==> src/rtl/ffstdp_weight_sweep_if.sv <==
`default_nettype none
// ============================================================================
// Module   : ffstdp_weight_sweep_if
// Brief    : Start/status, count-memory, synapse-SRAM and update-unit bus
//            of the FF-STDP weight sweep sequencer.
// Revision : 1.0 - initial release
// ============================================================================
interface ffstdp_weight_sweep_if #(
  parameter int PRE_ADDR_W     = 8,
  parameter int POST_ADDR_W    = 4,
  parameter int PRE_CNT_WIDTH  = 8,
  parameter int POST_CNT_WIDTH = 7,
  parameter int WEIGHT_WIDTH   = 8
);
  logic                              start_i;
  logic                              is_pos_in_i;
  logic                              is_train_in_i;
  logic                              busy_o;
  logic                              done_o;

  logic                              post_cnt_re_o;
  logic [POST_ADDR_W-1:0]            post_cnt_addr_o;
  logic [POST_CNT_WIDTH-1:0]         post_cnt_rdata_i;

  logic                              pre_cnt_re_o;
  logic [PRE_ADDR_W-1:0]             pre_cnt_addr_o;
  logic [PRE_CNT_WIDTH-1:0]          pre_cnt_rdata_i;

  logic                              syn_cs_o;
  logic                              syn_we_o;
  logic [POST_ADDR_W+PRE_ADDR_W-1:0] syn_addr_o;
  logic [WEIGHT_WIDTH-1:0]           syn_wdata_o;
  logic [WEIGHT_WIDTH-1:0]           syn_rdata_i;

  logic                              upd_tref_event_o;
  logic                              upd_is_pos_o;
  logic                              upd_is_train_o;
  logic [PRE_CNT_WIDTH-1:0]          upd_pre_cnt_o;
  logic [POST_CNT_WIDTH-1:0]         upd_post_cnt_o;
  logic [WEIGHT_WIDTH-1:0]           upd_wsyn_curr_o;
  logic [WEIGHT_WIDTH-1:0]           upd_wsyn_new_i;

  modport master (
    input  start_i, is_pos_in_i, is_train_in_i,
    output busy_o, done_o,
    output post_cnt_re_o, post_cnt_addr_o,
    input  post_cnt_rdata_i,
    output pre_cnt_re_o, pre_cnt_addr_o,
    input  pre_cnt_rdata_i,
    output syn_cs_o, syn_we_o, syn_addr_o, syn_wdata_o,
    input  syn_rdata_i,
    output upd_tref_event_o, upd_is_pos_o, upd_is_train_o,
    output upd_pre_cnt_o, upd_post_cnt_o, upd_wsyn_curr_o,
    input  upd_wsyn_new_i
  );

  modport slave (
    output start_i, is_pos_in_i, is_train_in_i,
    input  busy_o, done_o,
    input  post_cnt_re_o, post_cnt_addr_o,
    output post_cnt_rdata_i,
    input  pre_cnt_re_o, pre_cnt_addr_o,
    output pre_cnt_rdata_i,
    input  syn_cs_o, syn_we_o, syn_addr_o, syn_wdata_o,
    output syn_rdata_i,
    input  upd_tref_event_o, upd_is_pos_o, upd_is_train_o,
    input  upd_pre_cnt_o, upd_post_cnt_o, upd_wsyn_curr_o,
    output upd_wsyn_new_i
  );
endinterface
`default_nettype wire

==> src/rtl/ffstdp_weight_sweep.sv <==
`default_nettype none
// ============================================================================
// Module   : ffstdp_weight_sweep
// Brief    : Walks every (post, pre) synapse after a training sample and
//            writes the FF-STDP update result back to synapse SRAM.
//            Optional FFSTDP_SKIP_ZERO_EN: skip rows/writes with zero counts.
// Revision : 1.0 - initial release
// ============================================================================
module ffstdp_weight_sweep #(
  parameter int PRE_ADDR_W     = 8,
  parameter int N_POST         = 10,
  parameter int POST_ADDR_W    = 4,
  parameter int PRE_CNT_WIDTH  = 8,
  parameter int POST_CNT_WIDTH = 7,
  parameter int WEIGHT_WIDTH   = 8
) (
  input wire                    clk,
  input wire                    rst,
  ffstdp_weight_sweep_if.master bus
);

  localparam logic [PRE_ADDR_W-1:0]  LAST_PRE  = '1;
  localparam logic [POST_ADDR_W-1:0] LAST_POST = POST_ADDR_W'(N_POST - 1);

  typedef enum logic [2:0] {
    S_IDLE     = 3'd0,
    S_RD_POST  = 3'd1,
    S_LAT_POST = 3'd2,
    S_RD       = 3'd3,
    S_WR       = 3'd4,
    S_FIN      = 3'd5
  } state_t;

  typedef struct packed {
    logic busy;
    logic done;
    logic post_re;
    logic rd;
    logic wr;
  } strobe_t;

  // Strobes are registered together with the state so outputs come straight from flops.
  function automatic strobe_t decode(input state_t s);
    strobe_t o;
    o = '0;
    case (s)
      S_RD_POST:  begin o.busy = 1'b1; o.post_re = 1'b1; end
      S_LAT_POST: o.busy = 1'b1;
      S_RD:       begin o.busy = 1'b1; o.rd = 1'b1; end
      S_WR:       begin o.busy = 1'b1; o.wr = 1'b1; end
      S_FIN:      o.done = 1'b1;
      default:    o = '0;
    endcase
    return o;
  endfunction

  state_t                    state_q;
  strobe_t                   strb_q;
  logic [POST_ADDR_W-1:0]    post_idx_q;
  logic [PRE_ADDR_W-1:0]     pre_idx_q;
  logic [POST_CNT_WIDTH-1:0] post_cnt_q;
  logic                      is_pos_q;

  logic                      wr_en;
  logic                      wr_fire;
  logic                      syn_cs;

`ifdef FFSTDP_SKIP_ZERO_EN
  assign wr_en = (bus.pre_cnt_rdata_i != '0);
`else
  assign wr_en = 1'b1;
`endif

  always_ff @(posedge clk or posedge rst) begin
    if (rst) begin
      state_q    <= S_IDLE;
      strb_q     <= '0;
      post_idx_q <= '0;
      pre_idx_q  <= '0;
      post_cnt_q <= '0;
      is_pos_q   <= 1'b0;
    end else begin
      case (state_q)
        S_IDLE: begin
          if (bus.start_i) begin
            is_pos_q   <= bus.is_pos_in_i;
            post_idx_q <= '0;
            pre_idx_q  <= '0;
            if (bus.is_train_in_i) begin
              state_q <= S_RD_POST;
              strb_q  <= decode(S_RD_POST);
            end else begin
              state_q <= S_FIN;
              strb_q  <= decode(S_FIN);
            end
          end
        end
        S_RD_POST: begin
          state_q <= S_LAT_POST;
          strb_q  <= decode(S_LAT_POST);
        end
        S_LAT_POST: begin
          post_cnt_q <= bus.post_cnt_rdata_i;
          pre_idx_q  <= '0;
`ifdef FFSTDP_SKIP_ZERO_EN
          if (bus.post_cnt_rdata_i == '0) begin
            if (post_idx_q == LAST_POST) begin
              state_q <= S_FIN;
              strb_q  <= decode(S_FIN);
            end else begin
              post_idx_q <= post_idx_q + 1'b1;
              state_q    <= S_RD_POST;
              strb_q     <= decode(S_RD_POST);
            end
          end else begin
            state_q <= S_RD;
            strb_q  <= decode(S_RD);
          end
`else
          state_q <= S_RD;
          strb_q  <= decode(S_RD);
`endif
        end
        S_RD: begin
          state_q <= S_WR;
          strb_q  <= decode(S_WR);
        end
        S_WR: begin
          if (pre_idx_q != LAST_PRE) begin
            pre_idx_q <= pre_idx_q + 1'b1;
            state_q   <= S_RD;
            strb_q    <= decode(S_RD);
          end else if (post_idx_q != LAST_POST) begin
            post_idx_q <= post_idx_q + 1'b1;
            state_q    <= S_RD_POST;
            strb_q     <= decode(S_RD_POST);
          end else begin
            state_q <= S_FIN;
            strb_q  <= decode(S_FIN);
          end
        end
        S_FIN: begin
          state_q <= S_IDLE;
          strb_q  <= decode(S_IDLE);
        end
        default: begin
          state_q <= S_IDLE;
          strb_q  <= '0;
        end
      endcase
    end
  end

  // Write-back phase: memory read data flows straight through to the update unit.
  assign wr_fire = strb_q.wr & wr_en;
  assign syn_cs  = strb_q.rd | wr_fire;

  assign bus.busy_o           = strb_q.busy;
  assign bus.done_o           = strb_q.done;

  assign bus.post_cnt_re_o    = strb_q.post_re;
  assign bus.post_cnt_addr_o  = strb_q.post_re ? post_idx_q : '0;
  assign bus.pre_cnt_re_o     = strb_q.rd;
  assign bus.pre_cnt_addr_o   = strb_q.rd ? pre_idx_q : '0;

  assign bus.syn_cs_o         = syn_cs;
  assign bus.syn_we_o         = wr_fire;
  assign bus.syn_addr_o       = syn_cs ? {post_idx_q, pre_idx_q} : '0;
  assign bus.syn_wdata_o      = wr_fire ? bus.upd_wsyn_new_i : {WEIGHT_WIDTH{1'b0}};

  assign bus.upd_tref_event_o = wr_fire;
  assign bus.upd_is_pos_o     = is_pos_q;
  assign bus.upd_is_train_o   = strb_q.busy;
  assign bus.upd_pre_cnt_o    = strb_q.wr ? bus.pre_cnt_rdata_i : {PRE_CNT_WIDTH{1'b0}};
  assign bus.upd_post_cnt_o   = strb_q.wr ? post_cnt_q : {POST_CNT_WIDTH{1'b0}};
  assign bus.upd_wsyn_curr_o  = strb_q.wr ? bus.syn_rdata_i : {WEIGHT_WIDTH{1'b0}};

endmodule
`default_nettype wire

==> src/flat_wrapper.sv <==
// flat-port wrapper written by rule: the top's interface ports become plain ports
module ffstdp_weight_sweep_flat 
#(
  parameter int PRE_ADDR_W     = 8,
  parameter int N_POST         = 10,
  parameter int POST_ADDR_W    = 4,
  parameter int PRE_CNT_WIDTH  = 8,
  parameter int POST_CNT_WIDTH = 7,
  parameter int WEIGHT_WIDTH   = 8
)
  (clk, rst, bus_start_i, bus_is_pos_in_i, bus_is_train_in_i, bus_busy_o, bus_done_o, bus_post_cnt_re_o, bus_post_cnt_addr_o, bus_post_cnt_rdata_i, bus_pre_cnt_re_o, bus_pre_cnt_addr_o, bus_pre_cnt_rdata_i, bus_syn_cs_o, bus_syn_we_o, bus_syn_addr_o, bus_syn_wdata_o, bus_syn_rdata_i, bus_upd_tref_event_o, bus_upd_is_pos_o, bus_upd_is_train_o, bus_upd_pre_cnt_o, bus_upd_post_cnt_o, bus_upd_wsyn_curr_o, bus_upd_wsyn_new_i);
  ffstdp_weight_sweep_if #(.PRE_ADDR_W(PRE_ADDR_W), .POST_ADDR_W(POST_ADDR_W), .PRE_CNT_WIDTH(PRE_CNT_WIDTH), .POST_CNT_WIDTH(POST_CNT_WIDTH), .WEIGHT_WIDTH(WEIGHT_WIDTH)) bus_i ();
  input wire clk;
  input wire rst;
  input wire logic [$bits(bus_i.start_i)-1:0] bus_start_i;
  input wire logic [$bits(bus_i.is_pos_in_i)-1:0] bus_is_pos_in_i;
  input wire logic [$bits(bus_i.is_train_in_i)-1:0] bus_is_train_in_i;
  output wire logic [$bits(bus_i.busy_o)-1:0] bus_busy_o;
  output wire logic [$bits(bus_i.done_o)-1:0] bus_done_o;
  output wire logic [$bits(bus_i.post_cnt_re_o)-1:0] bus_post_cnt_re_o;
  output wire logic [$bits(bus_i.post_cnt_addr_o)-1:0] bus_post_cnt_addr_o;
  input wire logic [$bits(bus_i.post_cnt_rdata_i)-1:0] bus_post_cnt_rdata_i;
  output wire logic [$bits(bus_i.pre_cnt_re_o)-1:0] bus_pre_cnt_re_o;
  output wire logic [$bits(bus_i.pre_cnt_addr_o)-1:0] bus_pre_cnt_addr_o;
  input wire logic [$bits(bus_i.pre_cnt_rdata_i)-1:0] bus_pre_cnt_rdata_i;
  output wire logic [$bits(bus_i.syn_cs_o)-1:0] bus_syn_cs_o;
  output wire logic [$bits(bus_i.syn_we_o)-1:0] bus_syn_we_o;
  output wire logic [$bits(bus_i.syn_addr_o)-1:0] bus_syn_addr_o;
  output wire logic [$bits(bus_i.syn_wdata_o)-1:0] bus_syn_wdata_o;
  input wire logic [$bits(bus_i.syn_rdata_i)-1:0] bus_syn_rdata_i;
  output wire logic [$bits(bus_i.upd_tref_event_o)-1:0] bus_upd_tref_event_o;
  output wire logic [$bits(bus_i.upd_is_pos_o)-1:0] bus_upd_is_pos_o;
  output wire logic [$bits(bus_i.upd_is_train_o)-1:0] bus_upd_is_train_o;
  output wire logic [$bits(bus_i.upd_pre_cnt_o)-1:0] bus_upd_pre_cnt_o;
  output wire logic [$bits(bus_i.upd_post_cnt_o)-1:0] bus_upd_post_cnt_o;
  output wire logic [$bits(bus_i.upd_wsyn_curr_o)-1:0] bus_upd_wsyn_curr_o;
  input wire logic [$bits(bus_i.upd_wsyn_new_i)-1:0] bus_upd_wsyn_new_i;
  assign bus_i.start_i = bus_start_i;
  assign bus_i.is_pos_in_i = bus_is_pos_in_i;
  assign bus_i.is_train_in_i = bus_is_train_in_i;
  assign bus_busy_o = bus_i.busy_o;
  assign bus_done_o = bus_i.done_o;
  assign bus_post_cnt_re_o = bus_i.post_cnt_re_o;
  assign bus_post_cnt_addr_o = bus_i.post_cnt_addr_o;
  assign bus_i.post_cnt_rdata_i = bus_post_cnt_rdata_i;
  assign bus_pre_cnt_re_o = bus_i.pre_cnt_re_o;
  assign bus_pre_cnt_addr_o = bus_i.pre_cnt_addr_o;
  assign bus_i.pre_cnt_rdata_i = bus_pre_cnt_rdata_i;
  assign bus_syn_cs_o = bus_i.syn_cs_o;
  assign bus_syn_we_o = bus_i.syn_we_o;
  assign bus_syn_addr_o = bus_i.syn_addr_o;
  assign bus_syn_wdata_o = bus_i.syn_wdata_o;
  assign bus_i.syn_rdata_i = bus_syn_rdata_i;
  assign bus_upd_tref_event_o = bus_i.upd_tref_event_o;
  assign bus_upd_is_pos_o = bus_i.upd_is_pos_o;
  assign bus_upd_is_train_o = bus_i.upd_is_train_o;
  assign bus_upd_pre_cnt_o = bus_i.upd_pre_cnt_o;
  assign bus_upd_post_cnt_o = bus_i.upd_post_cnt_o;
  assign bus_upd_wsyn_curr_o = bus_i.upd_wsyn_curr_o;
  assign bus_i.upd_wsyn_new_i = bus_upd_wsyn_new_i;
  ffstdp_weight_sweep #(.PRE_ADDR_W(PRE_ADDR_W), .N_POST(N_POST), .POST_ADDR_W(POST_ADDR_W), .PRE_CNT_WIDTH(PRE_CNT_WIDTH), .POST_CNT_WIDTH(POST_CNT_WIDTH), .WEIGHT_WIDTH(WEIGHT_WIDTH)) u_core (.clk(clk), .rst(rst), .bus(bus_i));
endmodule
==> config.mk <==
export PLATFORM = sky130hd
export DESIGN_NAME = ffstdp_weight_sweep_flat
export DESIGN_NICKNAME = d
export VERILOG_FILES = /design/src/rtl/ffstdp_weight_sweep_if.sv /design/src/rtl/ffstdp_weight_sweep.sv /design/src/flat_wrapper.sv
export SDC_FILE = /design/constraint.sdc
export NUM_CORES = 1
export LEC_CHECK = 0
export ABC_AREA = 1
export CAP_MARGIN = 25
export CORE_MARGIN = 2
export CORE_UTILIZATION = 42
export DETAILED_ROUTE_END_ITERATION = 7
export GPL_ROUTABILITY_DRIVEN = 0
export PLACE_DENSITY = 0.86
export SYNTH_ARGS = -nofsm -noshare
export SYNTH_HDL_FRONTEND = slang
export SYNTH_SLANG_ARGS = --single-unit
==> constraint.sdc <==
create_clock -name clk -period 2.2 [get_ports clk]
set_input_delay 0.44 -clock clk [delete_from_list [all_inputs] [get_ports clk]]
set_output_delay 0.44 -clock clk [all_outputs]
set_load 0.01 [all_outputs]
# After elaboration in Yosys (flattened, before gate mapping)
# Cells that the tools add are included.
dict set report classes {
  eq_ne 10
  bitwise 1
  mux 24
  n_reduce_logical 6
  add_sub_neg 2
}
# op count
set op_table {}
lappend op_table {{two-way mux 8 bit} 6}
lappend op_table {{case mux 5 bit (5 select lines)} 1}
lappend op_table {{case mux 8 bit (3 select lines)} 1}
lappend op_table {{two-way mux 5 bit} 4}
lappend op_table {{two-way mux 4 bit} 4}
lappend op_table {{case mux 3 bit (5 select lines)} 1}
lappend op_table {{two-way mux 12 bit} 1}
lappend op_table {{two-way mux 3 bit} 4}
lappend op_table {{adder 8 x 1 -> 8 bit, second input constant} 1}
lappend op_table {{inequality test 8 bit, second input constant} 1}
lappend op_table {{case mux 4 bit (2 select lines)} 1}
lappend op_table {{two-way mux 7 bit} 1}
lappend op_table {{== test 3 x 2 -> 1 bit, second input constant} 2}
lappend op_table {{adder 4 x 1 -> 4 bit, second input constant} 1}
lappend op_table {{inequality test 2 x 1 -> 1 bit, second input constant} 2}
lappend op_table {{inequality test 2 bit, second input constant} 2}
lappend op_table {{inequality test 4 bit, second input constant} 1}
lappend op_table {{AND reduction 4 bit} 1}
lappend op_table {{== test 3 x 1 -> 1 bit, second input constant} 1}
lappend op_table {{== test 3 bit, second input constant} 1}
lappend op_table {{logical NOT 3 bit} 1}
lappend op_table {{AND reduction 3 bit} 1}
lappend op_table {{nonzero test 3 bit} 1}
lappend op_table {{AND reduction 2 bit} 1}
lappend op_table {{2 further kinds} 2}
dict set report totals {
  output_inout_bits 64
  reg_bits 28
  wordCells 53
}

# Longest topological paths before layout
dict set report logic_depth {
  depth_word 4
  mapped_depth 9
  ltp_nobuf 9
}

# Least setup slack after synthesis
# No wires, ideal clock.
dict set report synth_path {
  kind {flip-flop to output port}
  start {reg u_core.strb_q, in the netlist u_core.bus.pre_cnt_re_o}
  end {out bus_syn_cs_o}
  stages_incl_launch_ff 5
  path_slack_ps 570
  t_arrival_ps 1190
  path_cell_list {dfrtp_1 > clkbuf_1 > nor2_1 > clkbuf_1 > inv_1}
}
dict set report synth_via {
  elab_chain_len 1
}
# element line
set synth_rtl {}
lappend synth_rtl {{start: declaration} ffstdp_weight_sweep.sv:58} ;# strobe_t strb_q;
lappend synth_rtl {{start signal: assignment} ffstdp_weight_sweep.sv:91} ;# strb_q <= decode(S_RD_POST);
lappend synth_rtl {{start signal: assignment} ffstdp_weight_sweep.sv:94} ;# strb_q <= decode(S_FIN);
lappend synth_rtl {{start signal: assignment} ffstdp_weight_sweep.sv:100} ;# strb_q <= decode(S_LAT_POST);
lappend synth_rtl {{bitwise OR 1 bit} ffstdp_weight_sweep.sv:156} ;# assign syn_cs = strb_q.rd | wr_fire;
lappend synth_rtl {{end: declaration} flat_wrapper.sv:26} ;# output wire logic [$bits(bus_i.syn_cs_o)-1:0] bus_syn_cs_o;
# Every way passes these cells.

# Worst setup path in the final report
dict set report layout_path {
  start {reg u_core.strb_q, in the netlist u_core.bus.syn_we_o}
  end {out bus_syn_addr_o[9]}
}
dict set report layout_via {
  elab_chain_len 2
}
# element line
set layout_rtl {}
lappend layout_rtl {{bitwise OR 1 bit} ffstdp_weight_sweep.sv:156}
lappend layout_rtl {{two-way mux 12 bit} ffstdp_weight_sweep.sv:168} ;# assign bus.syn_addr_o = syn_cs ? {post_idx_q, pre_idx_q} : '0;
lappend layout_rtl {{end: declaration} flat_wrapper.sv:28} ;# output wire logic [$bits(bus_i.syn_addr_o)-1:0] bus_syn_addr_o;
# Every way passes these cells.

==> flow_summary.ini <==
[sta]
final-hold-violation-count = 0
slew_headroom_pct = 76.4
report.final.slew_viol_count = 0
postLayoutSetupSlackWorst_ns = 0.113
unrepaired_setup_endpoints_after_global_routing = no
layout_worst_path_cycle_share_pct = 94.9
final_critical_period_ns = 2.09
fin_tns_setup_ns = 0
setup_violations = 0
finClkSkew_ns = 0.00249
tightestPinTransition_ns = 0.355
max_clock_freq_ghz = 0.479
worst_hold_slack_ns = 0.487

[clock_network]
clockRootBuffer = clkbuf_8
worst_skew_pair.late_latency_ns = 0.27
clock_sink_count = 28
clk_transition_reported_paths_ns = 0.09
postCtsSetupBuffers = 0
tritoncts_clock_tree = yes
htreeDepth = 1
number_of_buffers_on_the_longest_clock_path = 2
cts_buffers = 3

[yosys]
post_synthesis_area_per_instance_um2 = 6.60
share_of_cell_area_taken_by_muxes_after_synthesis_pct = 4.28
synthesis.yosys.warnings = 0
synth.net_count = 318
yosys-top-cells-area = dfrtp_1, nand2_1, inv_1
synth_xor_area_share_pct = 0.951
synth.distinct_cells = 22
synth_top_area_cell = dfrtp_1
synth_fa_ha_area_share_pct = 2.04
synth_largest_type_area_fraction_pct = 38.0
dominant_combinational_cell_family_by_area_after_synthesis = simple AND/OR/NAND/NOR gates
synth-compound-area-share_pct = 2.99
synth.yosys.seq_area_share_pct = 38.0
ys_ff_latch = 28
post_synth_instance_area_mm2 = 0.00184
post_synth_inst_count = 279
synth-simple-area-share_pct = 36.0

[setup_path]
worstReg2RegStart = u_core.pre_idx_q[1]
critical_path_peak_fanout = 13
worst_setup_path_class = reg2out
ff2ff_setup_slack_ns = 0.57
cp_data_arrival_time_ns = 1.65
worstRegToRegCells = 6
critical_path.startpoint_type = flop
critPathCaptureType = primary output
timing.critical_path.required_ns = 1.76
critical_path.reg2reg.endpoint = u_core.pre_idx_q[7]

[route]
wire_per_inst_um = 10.9
number_of_design_rule_violations_left_after_detail_routing = 0
final_wirelength_um = 4670
drtAntennaViolNets = 0
drt-initial-drc-count = 63
viasPerCell = 4.51
drt_first_pass_iters = 4
num_vias = 1938

[placed_design]
place_ws_ns = 0.208
hpwlAfterDp_um = 3720
io_buffers = 99
place.detailed.instances = 426

[pwr]
power_mw = 0.917
p_per_area_mw_per_mm2 = 310
p_leak_nw = 1.69
peakVddDrop_v = 0.000303

[status]
status = finished, final reports clean

[global_routing]
largest_net_degree_at_the_start_of_global_routing = 29
first_pass_grt_wire_length_um = 7880
antenna_found_initial = 0
grt_util_all_layers_pct = 19.3
grt_overflow = 0
number_of_global_route_vias_before_repair = 1772

[finish]
post_route_cells_drive_above_1_share_pct = 6.88
mostFrequentLayoutCells = nand2_1, clkdlybuf4s50_1, inv_1
antenna_cell_count = 0
layout.nets = 418
syn_to_final_growth_pct = 60.5
final_cell_count_no_fill = 430
mostFrequentLayoutCell = nand2_1
fillerInstances = 366

[floorplanning]
die_width_um = 70.2
boundaryPins = 100
starting_density_pct = 42.9
die_area_mm2 = 0.00493
placementRows = 24
core_area_mm2 = 0.00429
die-height_um = 70.2

[hold_path]
hold_path_class = reg2reg
worst_hold_path.num_cells = 2
timing.hold.worst.start = u_core.bus.upd_is_pos_o
timing.hold.worst_endpoint = u_core.bus.upd_is_pos_o

[job]
max_cap_violations = 0
[metrics by stage]
| stage | util (%) | instance area, µm² |
|---|---|---|
| finish | 68.9 | 2960 |
| global route | 68.9 | 2960 |
| CTS | 68.6 | 2950 |
| detailed placement | 67.3 | 2890 |
| global placement | 67.3 | 2890 |
| floorplan | - | 1840 |
[synthesized netlist by cell type (all sizes together)]
cell type / instances
nand3: 23
xnor2: 1
ha: 3
xor2: 1
mux2: 7
nor2: 29
o21ai: 9
buf: 3
inv: 65
nand4: 3
dfrtp: 28
a21oi: 2
clkbuf: 6
nand2: 98
or2: 1
[worst max-delay path by stage]
stage / from / endpoint / slack, ns
CTS: u_core.bus.syn_we_o / bus_syn_addr_o[8] / 0.05
global route: u_core.bus.syn_we_o / bus_syn_addr_o[11] / 0.03
finish: u_core.bus.syn_we_o / bus_syn_addr_o[9] / 0.11
global placement: bus_upd_wsyn_new_i[5] / bus_syn_wdata_o[5] / 0.21
floorplan: u_core.bus.pre_cnt_re_o / bus_syn_cs_o / 0.57
detailed placement: bus_syn_rdata_i[5] / bus_upd_wsyn_curr_o[5] / 0.21
[logic make-up (layout without fill, tap and decap cells)]
| group | after synthesis | after routing |
|---|---|---|
| simple gates | 154 | 154 |
| buf+inv | 74 | 173 |
| flops | 28 | 28 |
| compound gates | 11 | 11 |
| mux | 7 | 7 |
| fa+ha+maj | 3 | 3 |
| xor+xnor | 2 | 2 |
[registers in the layout (all words and copies together), names as in the netlist]
register and count:
u_core.bus.busy_o 1, u_core.bus.done_o 1, u_core.bus.post_cnt_re_o 1, u_core.bus.pre_cnt_re_o 1, u_core.bus.syn_we_o 1, u_core.bus.upd_is_pos_o 1
u_core.post_cnt_q 7, u_core.post_idx_q 4, u_core.pre_idx_q 8, u_core.state_q 3
[worst max-delay path: stages (launching register included)]
cell and delay (ns):
dfrtp_1 0.37, buf_6 0.15, nor2_1 0.05, buf_4 0.18
nor2_1 0.09, clkdlybuf4s50_1 0.54
[metal layers]
metal | vias to the layer above | track usage [%] | part of all wire, %
met5 | - | 0 | 0
met4 | 0 | 4.27 | 0.84
met3 | 6 | 3.90 | 4.9
met2 | 50 | 35.4 | 52
met1 | 861 | 23.2 | 42
li1 | 1021 | - | -
[layout make-up]
class	instances	area [µm²]	area share [%]
inverter	65	244	8.25
multi-input combinational	177	852	28.8
tap	52	65.1	2.20
clock buffer	4	55.1	1.86
sequential	28	701	23.7
timing repair buffer	104	1040	35.2
[report_power, final]
| part | switching [mW] | leakage [nW] | internal (mW) |
|---|---|---|---|
| sequential | 0.00292 | 0.341 | 0.521 |
| combinational | 0.0208 | 1.32 | 0.0597 |
| clock | 0.153 | 0.0288 | 0.160 |
| total | 0.176 | 1.69 | 0.740 |
[repair_timing]
action / CTS / global route
hold buffers: 0 / 0
gates resized for setup: 0 / 4
endpoints found under the setup margin: 0 / 4
No activity file was read; power rests on OpenSTA's default activity.
